File: config.mk
export PLATFORM = sky130hd
export DESIGN_NAME = pair_sum_datapath
export DESIGN_NICKNAME = d
export VERILOG_FILES = /design/src/rtl/pair_sum_datapath.sv
export SDC_FILE = /design/constraint.sdc
export NUM_CORES = 1
export LEC_CHECK = 0
export CAP_MARGIN = 20
export CORE_MARGIN = 2
export CORE_UTILIZATION = 58
export CTS_BUF_LIST = sky130_fd_sc_hd__clkbuf_4
export DETAILED_ROUTE_END_ITERATION = 7
export PLACE_DENSITY = 0.88
export REMOVE_ABC_BUFFERS = 1
export SLEW_MARGIN = 30
export SYNTH_ARGS = -nofsm -noshare
export SYNTH_HDL_FRONTEND = slang
export SYNTH_SLANG_ARGS = --single-unit
export TNS_END_PERCENT = 20
File: constraint.sdc
create_clock -name clock -period 3.3 [get_ports clock]
set_clock_uncertainty 0.2 [all_clocks]
set_input_delay 0.495 -clock clock [delete_from_list [all_inputs] [get_ports clock]]
set_output_delay 0.495 -clock clock [all_outputs]
set_load 0.03 [all_outputs]
File: src/rtl/pair_sum_datapath.sv
// Datapath for the pair-sum sequencer: streams memory A through a two-deep read pipeline
// and stores saturated sums of adjacent samples in memory B.
module pair_sum_datapath #(
  parameter int DW      = 8,
  parameter int DEPTH_A = 8,
  parameter int DEPTH_B = 4,
  localparam int AW     = $clog2(DEPTH_A),
  localparam int BW     = $clog2(DEPTH_B)
) (
  input  logic          clock,
  input  logic          Reset,
  input  logic          IncA,
  input  logic          WEA,
  input  logic          IncB,
  input  logic          WEB,
  input  logic [DW-1:0] DataIn,
  output logic [AW-1:0] AddrA,
  output logic [BW-1:0] AddrB,
  output logic [DW-1:0] RdA,
  output logic [DW-1:0] PrevA,
  output logic [DW-1:0] Sum,
  output logic [DW-1:0] DataOutB,
  output logic          SatFlag
);

  logic [DW-1:0] mem_a [DEPTH_A];
  logic [DW-1:0] mem_b [DEPTH_B];
  logic [DW:0]   wide_sum;
  logic          sat;

  always_comb begin
    wide_sum = {1'b0, RdA} + {1'b0, PrevA};
    sat      = wide_sum[DW];
    Sum      = sat ? '1 : wide_sum[DW-1:0];
  end

  // Memories share the reset-sensitive block so writes are inhibited during reset,
  // but their contents are never cleared.
  always_ff @(posedge clock or negedge Reset) begin
    if (!Reset) begin
      AddrA    <= '0;
      AddrB    <= '0;
      RdA      <= '0;
      PrevA    <= '0;
      DataOutB <= '0;
      SatFlag  <= 1'b0;
    end else begin
      if (WEA) mem_a[AddrA] <= DataIn;
      if (IncA) AddrA <= AddrA + AW'(1);
      RdA   <= mem_a[AddrA];
      PrevA <= RdA;
      if (WEB) begin
        mem_b[AddrB] <= Sum;
        if (sat) SatFlag <= 1'b1;
      end
      if (IncB) AddrB <= AddrB + BW'(1);
      DataOutB <= mem_b[AddrB];
    end
  end

endmodule

==> key figures, run 1 <==
STA
  • Slew HR: 52.9%
  • Setup tns final: 0 ps
  • Worst-margin pin slew: ~710 ps
  • Tmin final: between 3000 and 4000 ps
  • Worst Slack Setup Final: 16.5 ps
  • Final period util: 99.5%
  • Final Max Tran Viols: 0
  • Hold Fails Final Rpt: 0
  • Fmax: a little over 300 MHz
  • Finish-stage setup viols: 0
  • RSZ-0062 raised after global routing: true

Yosys
  • Post-synth EDFFs: 96
  • Syn Area/Cell: 17.6 µm²
  • Yosys warnings: 0
  • Top cells by instance count after synthesis: edfxtp_1, dfrtp_1, nor2_1, ha_1, nand2_1
  • Main flop type after synthesis: edfxtp_1
  • Main area contributors after synthesis: edfxtp_1, dfrtp_1, mux4_2, ha_1, mux2i_1
  • FFs w/ async S/R, synth: 23.8%
  • Synth top area share: between 50% and 60%
  • Cells after synthesis: roughly 290
  • Count leader, synth: edfxtp_1
  • Synth Cell Area: 5010 µm²
  • Post-synthesis sequential area ratio: 72.5%
  • Yosys cell types: 40
  • Synth Register Bits: approximately 130
  • Biggest area consumer among synthesized cells: edfxtp_1

Cells and area
  • Antenna diode count: 0
  • Final net count: approximately 400
  • Final Cell Area: 6070 µm²
  • Number of fill cells: about 540
  • Register area: 3630 µm²
  • P&R area growth vs syn: 21.1%
  • Layout cells sized above 1: between 20% and 30%
  • Multi-input combinational cell area: 1360 µm²

GRT
  • First-pass GRT wire length: 15,000 µm
  • Vias in the first global route: slightly below 3,000
  • GRT Total Usage: 21.5%
  • Largest net degree at the start of global routing: 24
  • Antenna violations before repair: 0
  • Grt total ovfl: 0

Worst setup path
  • CP Capture Type: output port
  • Setup slack, reg-to-reg: 790 ps
  • CP max FO: 7
  • Startpoint types: register
  • R2R cell count: 7
  • CP Class: register to output port
  • Crit path DAT: 2590 ps
  • Cells along the critical path: ha_2 > fa_2 > a21o_4 > a221oi_4 > o21a_4 > nand2_2 > buf_4
  • Critical path buffer and inverter count: 1
  • Worst stage delay on the critical path: 410 ps
  • Worst Path Required: 2600 ps
  • Kind of cell adding the most delay to the critical path: compound AO/OA/AOI/OAI gates
  • Crit path max-delay cell type: dfrtp_1
  • R2R Path Start: RdA[0]
  • Worst reg2reg endpoint: mem_b[1][5]

Floorplan
  • Total Die Area: roughly 9400 µm²
  • Core Area: a little over 8000 µm²
  • Die width: between 90 and 100 µm
  • Initial Util: between 60 and 70%
  • Row cnt: 33
  • Num ports: 52
  • Die height: slightly below 100 µm

Clock network
  • TritonCTS Buffers: 17
  • Root Buffer: clkbuf_4
  • CTS tree: done
  • Hold buffers post-CTS: 0
  • Clk pin slew, worst setup/hold paths: approximately 110 ps
  • CTS max path bufs: 2
  • Htree depth: 4
  • Clk Latency, worst-skew pair: 510 ps
  • TritonCTS Sinks: between 100 and 150

Drt
  • WL/cell: 19.7 µm
  • Via density per instance: about 5.8
  • Drc violations: 0
  • Via count: 2,827
  • DRT antenna net count: 0
  • DR pass1 iterations: 5
  • DR iter-0 viols: 84
  • Final Routed Wirelength: 9580 µm

Place
  • Port Buffer Count: 51
  • Area after DPL: between 5000 and 6000 µm²
  • GP Congestion: 0.903
  • Hpwl dp: about 6600 µm
  • Pre-CTS WS: -54.7 ps

Flow run
  • Total of max-cap violations: 0

Run status
  • Outcome: finished, final reports clean

Hold path
  • Hold Crit Start: RdA[5]
  • Worst hold path type: register to register
  • Hold EP: PrevA[5]
  • Hold Path Depth: 0
==> cell families after synthesis <==
family	Yosys count	synth area share, %
muxes	33	10.7
DFF	126	72.5
AOI/OAI and AO/OA	31	4.27
and+or+nand+nor	59	5.94
buffers and inverters	15	1.75
xor gates and xnor gates	7	1.22
adders and majority gates	14	3.64
==> metal layers <==
layer	up-vias	share of wire, %	global-route usage, %
met3	20	6.8	8.38
li1	1285	-	-
met4	0	2.0	6.61
met5	-	0	0
met1	1414	36	23.8
met2	108	55	38.1
==> layout make-up <==
cell class / instances / area share, %
Clock buffer: 19 / 2.35
Clock inverter: 13 / 1.92
Inverter: 4 / 0.247
Multi-Input combinational cell: 144 / 22.3
Sequential cell: 126 / 59.9
Tap cell: 105 / 2.16
Timing Repair Buffer: 75 / 11.2
==> worst max-delay path by stage <==
stage,from,endpoint,slack [ps],depth (start not counted)
after floorplan,RdA[0],Sum[5],420,6
after global placement,RdA[0],Sum[5],40,7
after detailed placement,RdA[0],Sum[6],-50,7
after CTS,RdA[0],Sum[0],-40,7
after global routing,RdA[0],Sum[6],-110,7
final,RdA[0],Sum[2],20,7
==> cells in the final DEF (no fill, tap or decap), types with 5 or more instances in the layout <==
cell	n
nand3_1	5
nor2_1	14
nand2_1	10
mux2i_1	11
ha_1	12
mux2_2	5
clkdlybuf4s50_1	43
mux4_2	10
dfrtp_1	30
edfxtp_1	96
and3_1	9
o21ai_0	9
buf_4	27
clkbuf_4	19
==> per-stage QoR <==
stage                     cells  hold slack (ps)  util (%)
after floorplan             274           -0.591         -
after global placement      450              192      69.1
after detailed placement    450              202      69.1
after CTS                   484              206      72.4
after global routing        486              222      73.1
final                       486              216      73.1
==> repair_timing <==
| item | 4_1_cts | 5_1_grt |
|---|---|---|
| buffers inserted | 2 | 2 |
| gates resized for setup | 51 | 13 |
| setup endpoints to repair | 8 | 8 |
| pin swaps | 3 | 4 |
==> state kept, by name, indices dropped and copies added (netlist names) <==
signal	flops
DataOutB	8
mem_b	32
RdA	8
AddrB	2
AddrA	3
mem_a	64
SatFlag	1
PrevA	8
Power of run 1 is not shown: default switching activity piles up to over one toggle a cycle in this logic, so the estimate is an artifact.
==> inputs of run 2 (changes only) <==
--- a/config.mk
+++ b/config.mk
@@ -5,7 +5,6 @@
 export SDC_FILE = /design/constraint.sdc
 export NUM_CORES = 1
 export LEC_CHECK = 0
-export CAP_MARGIN = 20
 export CORE_MARGIN = 2
 export CORE_UTILIZATION = 58
 export CTS_BUF_LIST = sky130_fd_sc_hd__clkbuf_4
==> constraint.sdc (replaced) <==
create_clock -name clock -period 3.63 [get_ports clock]
set_clock_uncertainty 0.2 [all_clocks]
set_input_delay 0.5445 -clock clock [delete_from_list [all_inputs] [get_ports clock]]
set_output_delay 0.5445 -clock clock [all_outputs]
set_load 0.03 [all_outputs]
==> run 2 against run 1 <==
Wire length decreased by 2.6%. Global-route usage down 0.22 points. Largest cell class unchanged. Via count is 2.3% lower. Sequential share of layout area increased by 0.95 points. Die area unchanged.
==> key figures, run 2 (same netlist as run 1, synthesis figures left out) <==
Floorplan
  • Initial Util: 60.4% (unchanged)
  • Total Die Area: 9410 µm² (unchanged)
  • Die width: 97.0 µm (unchanged)
  • Num ports: 52 (unchanged)
  • Die height: 97.0 µm (unchanged)
  • Row cnt: 33 (unchanged)
  • Core Area: 8300 µm² (unchanged)

Clock network
  • Htree depth: 4 (unchanged)
  • Hold buffers post-CTS: 0 (unchanged)
  • TritonCTS Sinks: 126 (unchanged)
  • CTS tree: done
  • Post-CTS setup buffer count: 0 (-2)
  • Root Buffer: clkbuf_4
  • TritonCTS Buffers: 17 (unchanged)
  • Clk Latency, worst-skew pair: 500 ps (about the same)
  • Clk pin slew, worst setup/hold paths: 100 ps (about the same)
  • CTS max path bufs: 2 (unchanged)

Worst setup path
  • CP Class: register to output port
  • Startpoint types: register
  • Crit path DAT: 2840 ps (+250 ps)
  • CP Capture Type: output port
  • CP max FO: 7 (unchanged)
  • Worst Path Required: 2890 ps (+290 ps)

Drt
  • DRT antenna net count: 0 (unchanged)
  • Final Routed Wirelength: 9330 µm (-2.6%)
  • Drc violations: 0 (unchanged)
  • Via count: 2,761 (-2.3%)
  • WL/cell: 19.8 µm (+0.29%)
  • DR iter-0 viols: 183 (+120%)
  • DR pass1 iterations: 5 (unchanged)
  • Via density per instance: 5.85 (+0.56%)

Place
  • GP Congestion: 0.895 (-0.86%)
  • Hpwl dp: 6310 µm (-4.8%)
  • Port Buffer Count: 51 (unchanged)
  • Cells after DPL: 441 (-2.0%)

Cells and area
  • Util after Layout: 72.0% (-1.1 points)
  • Biggest regs: mem_a: 64 flops, mem_b: 32 flops
  • Final net count: 383 (-3.3%)
  • Finished Layout Cells: 472 (-2.9%)
  • Register with the most flip-flops: mem_a
  • Most common library cell in the layout ignoring fill and taps: edfxtp_1
  • P&R area growth vs syn: 19.2%
  • Number of fill cells: 486 (-9.7%)
  • Antenna diode count: 0 (unchanged)
  • Most frequent cells in the layout: edfxtp_1, clkdlybuf4s50_1, dfrtp_1
  • Max reg flops: 64 (unchanged)
  • Layout cells sized above 1: 18.8% (-5.6 points)

STA
  • Setup tns final: 0 ps (unchanged)
  • Worst-margin pin slew: 929 ps (+222 ps)
  • Tmin final: between 3000 and 4000 ps
  • Slew HR: 37.9% (-15 points)
  • Fmax: 279 MHz
  • RSZ-0062 raised after global routing: true
  • Hold Fails Final Rpt: 0 (unchanged)
  • Final Max Tran Viols: 0 (unchanged)
  • Finish-stage setup viols: 0 (unchanged)
  • Final period util: a little over nine tenths

GRT
  • Antenna violations before repair: 0 (unchanged)
  • Vias in the first global route: 2,898 (-0.86%)
  • GRT Total Usage: 21.2% (-0.22 points)
  • Grt total ovfl: 0 (unchanged)
  • Largest net degree at the start of global routing: 35 (+46%)
  • First-pass GRT wire length: 15,000 µm (about the same)

Run status
  • Outcome: finished, final reports clean

Flow run
  • Total of max-cap violations: 0 (unchanged)

Hold path
  • Worst hold path type: register to register
-- run 2: changes by cell type in the layout (fill, tap and decap cells not counted), sizes merged --
cell / change
bufinv: +2
buf: -19
clkinvlp: -1
clkdlybuf4s15: +5
clkinv: -1
-- run 2: repair_timing --
action,4_1_cts,5_1_grt
resized for setup,23,7
endpoints found under the setup margin,8,8
pin swaps,1,1
-- run 2: path summary, 6_finish.rpt --
path                         from     endpoint  slack (ps)  cells past startpoint
max                        RdA[0]       Sum[3]          40                      7
min                        RdA[7]     PrevA[7]         230                      0
max reg2reg                RdA[0]  mem_b[0][5]        1110                      6
min reg2reg                RdA[7]     PrevA[7]         230                      0
max in group asynchronous   Reset     PrevA[3]        2520                      2
min in group asynchronous   Reset  DataOutB[4]         400                      2
-- run 2: routing by layer --
metal | track usage (%) | wire (µm)
met3 | 6.00 | 512
met4 | 8.23 | 154
met2 | 37.2 | 5060
met1 | 24.9 | 3600
met5 | 0 | 0
-- run 2: through the flow --
| step | instance area, µm² | hold WS, ps | setup slack, ps |
|---|---|---|---|
| floorplan | 4940 | 48.9 | 696 |
| global placement | 5670 | 190 | 287 |
| detailed placement | 5670 | 198 | 184 |
| CTS | 5990 | 226 | -2.33 |
| global route | 5980 | 226 | -74.8 |
| finish | 5980 | 227 | 41.1 |
-- run 2: cell type report --
type,instances,area [µm²],share of cell area [%]
clock inverter,13,165,2.76
tap,105,131,2.20
multi-input combinational,144,1310,21.9
inverter,4,15.0,0.251
sequential,126,3630,60.8
clock buffer,18,135,2.26
timing repair buffer,62,584,9.78
-- run 2: critical path, stage by stage (launching register included) --
cell and delay [ps]:
dfrtp_1 420, ha_1 240, fa_1 400, a21o_1 260, a221oi_4 360, o21a_4 210, nand2_1 140, clkdlybuf4s15_2 310
Power of run 2 is left out for the same reason.
==> inputs of run 3 (changes only) <==
==> constraint.sdc (replaced) <==
create_clock -name clock -period 3.92 [get_ports clock]
set_clock_uncertainty 0.2 [all_clocks]
set_input_delay 0.588 -clock clock [delete_from_list [all_inputs] [get_ports clock]]
set_output_delay 0.588 -clock clock [all_outputs]
set_load 0.03 [all_outputs]
==> run 3 against run 2 <==
First-iteration DRC count is 7.7% higher. Register-to-register slack improved by 200 ps. Critical path type unchanged. Critical path depth is the same. Largest cell class unchanged.
==> key figures, run 3 (same netlist as run 1, synthesis figures left out) <==
STA
  • Slew HR: 38.9% (+1.0 points)
  • Finish-stage setup viols: 0 (unchanged)
  • RSZ-0062 raised after global routing: false
  • Final hold slack: 224 ps (-2.83 ps)
  • Final period util: 96.7%
  • Fmax: 264 MHz
  • Worst Slack Setup Final: 130 ps (+88.7 ps)
  • Worst-margin pin slew: 914 ps (-15.0 ps)
  • Final Max Tran Viols: 0 (unchanged)
  • Hold Fails Final Rpt: 0 (unchanged)
  • Setup tns final: 0 ps (unchanged)
  • Tmin final: 3790 ps

Clock network
  • Clk pin slew, worst setup/hold paths: 120 ps (+20 ps)
  • CTS max path bufs: 2 (unchanged)
  • TritonCTS Sinks: 126 (unchanged)
  • CTS tree: done
  • Root Buffer: clkbuf_4
  • Htree depth: 4 (unchanged)
  • TritonCTS Buffers: 17 (unchanged)
  • Post-CTS setup buffer count: 0 (unchanged)
  • Clk Latency, worst-skew pair: 510 ps (about the same)

GRT
  • GRT Total Usage: 20.6% (-0.65 points)
  • Grt total ovfl: 0 (unchanged)
  • Vias in the first global route: 2,875 (-0.79%)
  • First-pass GRT wire length: 14,800 µm (-1.5%)
  • Antenna violations before repair: 0 (unchanged)
  • Largest net degree at the start of global routing: 35 (unchanged)

Worst setup path
  • R2R Path Start: RdA[0]
  • Worst reg2reg endpoint: mem_b[0][5]
  • CP Class: register to output port
  • Setup slack, reg-to-reg: 1310 ps (+200 ps)
  • Cells along the critical path: ha_1 > fa_1 > a21o_1 > a221oi_2 > o21a_2 > nand2_1 > dlygate4sd2_1
  • R2R cell count: 6 (unchanged)
  • Worst stage delay on the critical path: 420 ps (about the same)
  • Worst Path Required: 3130 ps (+240 ps)
  • Crit path max-delay cell type: dfrtp_1
  • Startpoint types: register
  • Crit path DAT: 3000 ps (+160 ps)
  • CP Capture Type: output port
  • CP max FO: 7 (unchanged)

Drt
  • Met2 routed WL: 4810 µm (-4.9%)
  • Top sig layer: met4
  • Met3 WL post-DR: 514 µm (+0.39%)
  • Final Routed Wirelength: 9120 µm (-2.2%)
  • DR pass1 iterations: 4 (-1)
  • WL/cell: 19.5 µm (-1.3%)
  • DR iter-0 viols: 197 (+7.7%)
  • Drc violations: 0 (unchanged)
  • Via density per instance: 5.85 (about the same)
  • Via count: 2,740 (-0.76%)
  • Met1 WL: 3650 µm (+1.4%)
  • DRT antenna net count: 0 (unchanged)

Cells and area
  • Finished Layout Cells: 468 (-0.85%)
  • Max reg flops: 64 (unchanged)
  • P&R area growth vs syn: 18.6%
  • Antenna diode count: 0 (unchanged)
  • Final net count: 378 (-1.3%)
  • Layout cells sized above 1: 16.0% (-2.8 points)
  • Most common library cell in the layout ignoring fill and taps: edfxtp_1
  • Most frequent cells in the layout: edfxtp_1, clkdlybuf4s50_1, dfrtp_1
  • Register with the most flip-flops: mem_a
  • Biggest regs: mem_a: 64 flops, mem_b: 32 flops

Place
  • Hpwl dp: 6210 µm (-1.5%)
  • GP Congestion: 0.903 (+0.79%)
  • Port Buffer Count: 51 (unchanged)
  • Pre-CTS WS: 437 ps (+253 ps)
  • Cells after DPL: 436 (-1.1%)

Floorplan
  • Row cnt: 33 (unchanged)
  • Die height: 97.0 µm (unchanged)
  • Die width: 97.0 µm (unchanged)
  • Total Die Area: 9410 µm² (unchanged)
  • Core Area: 8300 µm² (unchanged)
  • Num ports: 52 (unchanged)
  • Initial Util: 60.4% (unchanged)

Run status
  • Outcome: finished, final reports clean

Flow run
  • Total of max-cap violations: 0 (unchanged)

Hold path
  • Hold Path Depth: 0 (unchanged)
  • Hold Crit Start: RdA[0]
  • Hold EP: PrevA[0]
  • Worst hold path type: register to register
==> run 3: changes by cell type in the layout (fill, tap and decap cells not counted), sizes merged <==
cell / previous run / this run
buf: 13 / 6
clkbuf: 19 / 18
clkdlybuf4s15: 5 / 0
clkinv: 7 / 4
clkinvlp: 1 / 0
dlygate4sd2: 0 / 6
dlymetal6s2s: 0 / 1
inv: 6 / 12
==> run 3: worst max-delay path by stage <==
stage	startpoint	to	slack (ps)	depth (start not counted)
after floorplan	RdA[0]	Sum[5]	940	6
after global placement	RdA[0]	Sum[5]	530	7
after detailed placement	RdA[0]	Sum[5]	440	7
after CTS	RdA[0]	Sum[7]	80	7
after global routing	RdA[0]	Sum[4]	9	7
final	RdA[0]	Sum[6]	130	7
==> run 3: metal layers <==
metal | vias up | GRT usage [%]
li1 | 1254 | -
met1 | 1377 | 24.9
met2 | 96 | 36.1
met3 | 13 | 6.14
met4 | 0 | 5.85
met5 | - | 0
==> run 3: repair_timing <==
action | 4_1_cts | 5_1_grt
endpoints found under the setup margin | 7 | 2
endpoints found under the hold margin | 0 | 0
resized for setup | 7 | 3
hold buffers | 0 | 0
==> run 3: through the flow <==
stage / util [%] / instance area (µm²)
6_report: 71.6 / 5950
5_1_grt: 71.6 / 5950
4_1_cts: 71.7 / 5950
3_5_place_dp: 67.8 / 5630
3_3_place_gp: 67.8 / 5630
2_1_floorplan: - / 4940
==> run 3: final cells by class <==
cell class | count | area [µm²]
Clock buffer | 17 | 128
Sequential cell | 126 | 3630
Timing Repair Buffer | 57 | 546
Fill cell | 495 | 2350
Multi-Input combinational cell | 144 | 1290
Clock inverter | 15 | 199
Inverter | 4 | 15.0
Tap cell | 105 | 131
==> run 3: critical path: cells and delay by family, from the launching register on <==
kind | cells | cell delay [ps]
simple gates | 1 | 150
compound gates | 3 | 880
buf+inv | 1 | 390
flops | 1 | 420
fa+ha+maj | 2 | 660
Power of run 3 is left out for the same reason.
